--- src/rtl/uart_rx.sv ---
// UART receiver: 2-flop synchroniser, start/data/parity/stop sampling on an
// oversampled clock. Define UART_RX_MAJORITY_EN for 2-of-3 majority sampling.
module uart_rx #(
  parameter int DATA_WIDTH = 8,
  parameter int PARITY     = 2,
  parameter int STOP_WIDTH = 1,
  parameter int OVERSAMPLE = 16
) (
  input  logic                  rx_clk,
  input  logic                  rst,
  input  logic                  rx_in,
  output logic [DATA_WIDTH-1:0] data_out,
  output logic                  data_valid,
  output logic                  parity_err,
  output logic                  frame_err
);

  localparam int              CW        = $clog2(OVERSAMPLE);
  localparam logic [CW-1:0]   CNT_HALF  = CW'(OVERSAMPLE / 2 - 1);
  localparam logic [CW-1:0]   CNT_LAST  = CW'(OVERSAMPLE - 1);
  localparam bit              PAR_EN    = (PARITY == 1) || (PARITY == 2);
  localparam logic [3:0]      IDX_LAST  = 4'(DATA_WIDTH - 1);
  localparam logic [1:0]      STOP_LAST = 2'(STOP_WIDTH - 1);

  typedef enum logic [2:0] {S_IDLE, S_START, S_DATA, S_PARITY, S_STOP} state_t;

  function automatic logic maj3(input logic a, input logic b, input logic c);
    return (a & b) | (a & c) | (b & c);
  endfunction

  function automatic logic par_bit(input logic [DATA_WIDTH-1:0] d);
    return (PARITY == 1) ? ~(^d) : (^d);
  endfunction

  logic                  sync_q, rx_s_q, prev_q;
  logic                  fall_d, samp_d;
  state_t                state_q;
  logic [CW-1:0]         cnt_q;
  logic [3:0]            idx_q;
  logic [1:0]            stop_q;
  logic                  par_flag_q, frm_flag_q;
  logic [DATA_WIDTH-1:0] shreg_q, data_q;
  logic                  valid_q, perr_q, ferr_q;

  // Synchroniser and edge-history stage
  always_ff @(posedge rx_clk) begin
    if (rst) begin
      sync_q <= 1'b1;
      rx_s_q <= 1'b1;
      prev_q <= 1'b1;
    end else begin
      sync_q <= rx_in;
      rx_s_q <= sync_q;
      prev_q <= rx_s_q;
    end
  end

  assign fall_d = prev_q & ~rx_s_q;

`ifdef UART_RX_MAJORITY_EN
  // rx_s_q, prev_q and hist_q form the 3-deep history voted on at each sample
  logic hist_q;
  always_ff @(posedge rx_clk) begin
    if (rst) hist_q <= 1'b1;
    else     hist_q <= prev_q;
  end
  assign samp_d = maj3(rx_s_q, prev_q, hist_q);
`else
  assign samp_d = rx_s_q;
`endif

  // Frame FSM and registered output stage
  always_ff @(posedge rx_clk) begin
    if (rst) begin
      state_q    <= S_IDLE;
      cnt_q      <= '0;
      idx_q      <= '0;
      stop_q     <= '0;
      par_flag_q <= 1'b0;
      frm_flag_q <= 1'b0;
      data_q     <= '0;
      valid_q    <= 1'b0;
      perr_q     <= 1'b0;
      ferr_q     <= 1'b0;
    end else begin
      valid_q <= 1'b0;
      case (state_q)
        S_IDLE: begin
          cnt_q <= '0;
          if (fall_d) begin
            state_q    <= S_START;
            par_flag_q <= 1'b0;
            frm_flag_q <= 1'b0;
          end
        end
        S_START: begin
          if (cnt_q == CNT_HALF) begin
            cnt_q   <= '0;
            idx_q   <= '0;
            state_q <= samp_d ? S_IDLE : S_DATA;
          end else begin
            cnt_q <= cnt_q + 1'b1;
          end
        end
        S_DATA: begin
          if (cnt_q == CNT_LAST) begin
            cnt_q <= '0;
            for (int i = 0; i < DATA_WIDTH; i++) begin
              if (idx_q == 4'(i)) shreg_q[i] <= samp_d;
            end
            if (idx_q == IDX_LAST) begin
              stop_q  <= '0;
              state_q <= PAR_EN ? S_PARITY : S_STOP;
            end else begin
              idx_q <= idx_q + 1'b1;
            end
          end else begin
            cnt_q <= cnt_q + 1'b1;
          end
        end
        S_PARITY: begin
          if (cnt_q == CNT_LAST) begin
            cnt_q <= '0;
            if (samp_d != par_bit(shreg_q)) par_flag_q <= 1'b1;
            state_q <= S_STOP;
          end else begin
            cnt_q <= cnt_q + 1'b1;
          end
        end
        S_STOP: begin
          if (cnt_q == CNT_LAST) begin
            cnt_q <= '0;
            if (!samp_d) frm_flag_q <= 1'b1;
            // Leaving mid-stop-bit lets an immediately following start bit be seen
            if (stop_q == STOP_LAST) begin
              data_q  <= shreg_q;
              valid_q <= 1'b1;
              perr_q  <= par_flag_q;
              ferr_q  <= frm_flag_q | ~samp_d;
              state_q <= S_IDLE;
            end else begin
              stop_q <= stop_q + 1'b1;
            end
          end else begin
            cnt_q <= cnt_q + 1'b1;
          end
        end
        default: state_q <= S_IDLE;
      endcase
    end
  end

  assign data_out   = data_q;
  assign data_valid = valid_q;
  assign parity_err = perr_q;
  assign frame_err  = ferr_q;

endmodule

--- config.mk ---
export PLATFORM = sky130hd
export DESIGN_NAME = uart_rx
export DESIGN_NICKNAME = d
export VERILOG_FILES = /design/src/rtl/uart_rx.sv
export SDC_FILE = /design/constraint.sdc
export NUM_CORES = 1
export LEC_CHECK = 0
export CAP_MARGIN = 20
export CORE_ASPECT_RATIO = 0.6
export CORE_UTILIZATION = 61
export DETAILED_ROUTE_END_ITERATION = 16
export GPL_TIMING_DRIVEN = 0
export PLACE_DENSITY = 0.93
export SLEW_MARGIN = 20
export SYNTH_ARGS = -nofsm -noshare
export SYNTH_HDL_FRONTEND = slang
export SYNTH_SLANG_ARGS = --single-unit
--- constraint.sdc ---
create_clock -name rx_clk -period 3.03 [get_ports rx_clk]
set_input_delay 0.606 -clock rx_clk [delete_from_list [all_inputs] [get_ports rx_clk]]
set_output_delay 0.606 -clock rx_clk [all_outputs]
set_load 0.02 [all_outputs]
==> impl_metrics.env <==
export IMPL_dieArea_um2=3210
export IMPL_fillers=167
export IMPL_grt_ovfl_total=0
export IMPL_cts_setup_buffers=0
export IMPL_drt_wl_total_um=4091
export IMPL_ys_seq_elements=37
export IMPL_final_setup_tns_ns=0
export IMPL_die_x_um=72.48
export IMPL_synthMostInstantiatedCell="dfxtp_1"
export IMPL_r2r_start="cnt_q[0]"
export IMPL_nets=231
export IMPL_synthTopCellsByArea="dfxtp_1 (32%), edfxtp_1 (13%), a21oi_1 (5.8%)"
export IMPL_cp_data_arrival_time_ns=2.34
export IMPL_avgRoutedWirePerCell_um=15.56
export IMPL_drt_iter0_markers=271
export IMPL_fin_worst_skew_ns=0.005313
export IMPL_maxCapViolCount=0
export IMPL_worst_path_max_fanout=6
export IMPL_min_period_over_period_pct=69.96
export IMPL_clk_latency_ns=0.30
export IMPL_num_vias=1576
export IMPL_setup_viol=0
export IMPL_yosysWarnings=0
export IMPL_synthCells=202
export IMPL_ir_drop_mv=0.4486
export IMPL_synth_top_family_by_area="simple AND/OR/NAND/NOR gates"
export IMPL_port_buffers=13
export IMPL_ys_flop_type="dfxtp_1"
export IMPL_grt_pass1_wl_um=6824
export IMPL_layout_min_cycle_time_ns=2.120
export IMPL_pwr_share_seq_pct=46.0
export IMPL_clkPwrFrac_pct=32.7
export IMPL_p_comb_share_pct=21.3
export IMPL_rsz0062_at_grt="no"
export IMPL_swShare_pct=29.77
export IMPL_tightest_slew_ns=0.6455
export IMPL_clk_path_buf_depth=2
export IMPL_grt_pass1_vias=1417
export IMPL_synth_xor_area_share_pct=5.299
export IMPL_ys_types=47
export IMPL_synth_top_cell_by_area="dfxtp_1"
export IMPL_synth_simple_area_share_pct=27.25
export IMPL_globalplace_congestion=0.9125
export IMPL_synth_compound_area_share_pct=12.53
export IMPL_min_path_type="reg -> reg"
export IMPL_synthTopCellsByCount="dfxtp_1 (29), nand2_1 (24), a21oi_1 (21)"
export IMPL_htree_levels=2
export IMPL_detail_route_antenna_nets=0
export IMPL_antenna_found_initial=0
export IMPL_hpwl_um=2930
export IMPL_startpoint="cnt_q[0]"
export IMPL_diodes=0
export IMPL_timing_fmax_ghz=0.4717
export IMPL_area_growth_pct=15.48
export IMPL_leakagePower_uw=0.0007633
export IMPL_startpoint_type="flip-flop"
export IMPL_grt_max_degree=14
export IMPL_powerDensity_nw_per_um2=556.3
export IMPL_root_buffer="clkbuf_8"
export IMPL_synthAdderAreaFrac_pct=4.129
export IMPL_synth_edff_count=8
export IMPL_cts_made_buffers=5
export IMPL_grt_use_total_pct=29.18
export IMPL_yosysSeqAreaShare_pct=45.15
export IMPL_fp_dieH_um=44.29
export IMPL_holdPathStages=1
export IMPL_cp_end_kind="flip-flop"
export IMPL_clock_sinks=37
export IMPL_status="complete, no violations"
export IMPL_synth_nets=211
export IMPL_drc=0
export IMPL_synth_cell_area_um2=1818
export IMPL_clk_pin_slew_worst_paths_ns=0.07
export IMPL_worstPathRequired_ns=3.25
export IMPL_post_cts_resized=0
export IMPL_synth_top_area_share_pct=31.93
export IMPL_final_layout_size_suffix_gt1_share_pct=9.417
export IMPL_syn_avg_cell_area_um2=9.000
export IMPL_dr_pass1_iters=5
export IMPL_fp_row_count=14
export IMPL_vias_per_cell=5.992
export IMPL_io_pins=14
export IMPL_reg2reg_depth=6
export IMPL_hold_start="sync_q"
export IMPL_slew_viol_final=0
export IMPL_synthArstFlopShare_pct=0
export IMPL_cts_tree="yes"
export IMPL_internal_power_uw=820.3
export IMPL_muxShareOfSynthArea_pct=1.721
export IMPL_hold_viol_final=0
export IMPL_p_sw_uw=347.7
export IMPL_postCtsHoldBufs=0
export IMPL_critPathKind="reg -> reg"
export IMPL_start_util_pct=68.28
export IMPL_max_slew_margin_pct=56.67
export IMPL_core_um2=2663
export IMPL_hold_slack_ns=0.4192
## worst max-delay path, cell delays in order (launching register included)
cell,delay [ns]
dfxtp_1,0.42
ha_1,0.33
and3_1,0.32
a21oi_1,0.14
nor4_2,0.47
nand2_1,0.14
o31ai_2,0.22
## cell type report
class	instances	area, um^2	area share, %
plain buffers	10	48.80	2.324
flip-flops and latches	37	820.8	39.09
clock inverters	1	5.005	0.2384
multi-input cells	149	925.9	44.10
well taps	40	50.05	2.384
inverters	6	22.52	1.073
clock buffers	7	96.34	4.589
repair buffers	13	130.1	6.198
## path summary, 6_finish.rpt
check	endpoint	slack (ns)
max	par_flag_q	0.91
min	rx_s_q	0.42
max reg2reg	par_flag_q	0.91
min reg2reg	rx_s_q	0.42
## power by group through the flow
stage | combinational (uW) | clock, uW | sequential [uW]
2_1_floorplan | 195 | 0 | 543
5_1_grt | 271 | 404 | 539
6_report | 249 | 382 | 537
3_3_place_gp | 226 | 0 | 547
4_1_cts | 244 | 383 | 536
3_5_place_dp | 239 | 0 | 548
## state kept, by name, indices dropped and copies added (netlist names)
register / flops
frame_err: 1
data_valid: 1
cnt_q: 4
sync_q: 1
stop_q: 2
parity_err: 1
prev_q: 1
idx_q: 4
shreg_q: 8
par_flag_q: 1
rx_s_q: 1
state_q: 3
frm_flag_q: 1
data_out: 8
## cell usage in the layout, fill, tap and decap left out, types with 2 or more instances in the layout
cell / instances
nand3b_1: 3
dfxtp_1: 29
nand3_1: 6
or3_1: 4
or2_2: 3
nand2b_1: 3
mux2i_1: 2
nor2_1: 15
xnor2_1: 8
inv_1: 6
o211ai_1: 2
buf_2: 3
xor2_1: 3
or3b_1: 2
clkbuf_8: 7
nor2b_1: 2
nor3_1: 6
and3_1: 10
nand2_1: 24
clkbuf_1: 5
ha_1: 6
edfxtp_1: 8
o21ai_0: 5
clkdlybuf4s50_1: 13
nor3b_1: 3
a21oi_1: 21
## routing by layer
layer | GRT usage (%) | vias to the layer above | share of wire, %
li1 | - | 743 | -
met1 | 39.04 | 721 | 44
met2 | 43.55 | 95 | 43
met3 | 8.428 | 17 | 10
met4 | 15.29 | 0 | 2.2
met5 | 0 | - | 0
## per-stage QoR
step           power [uW]  area (um^2)  cells  setup slack, ns  util [%]
6_report             1168         2100    263           0.9102     78.85
5_1_grt              1214         2100    263           0.7677     78.85
4_1_cts              1163         2100    263           0.9433     78.85
3_5_place_dp        786.1         1998    255           0.7056     75.05
3_3_place_gp        773.2         1998    255           0.6869     75.05
2_1_floorplan       737.7         1818    202            1.294         -
## kinds of logic after synthesis
family / after synthesis
adder cells (fa/ha/maj): 6
multiplexers: 3
AO/OA/AOI/OAI: 38
XOR/XNOR: 11
buffers and inverters: 16
flip-flops: 37
AND/OR/NAND/NOR: 91
Power figures use the tool's default switching activity.
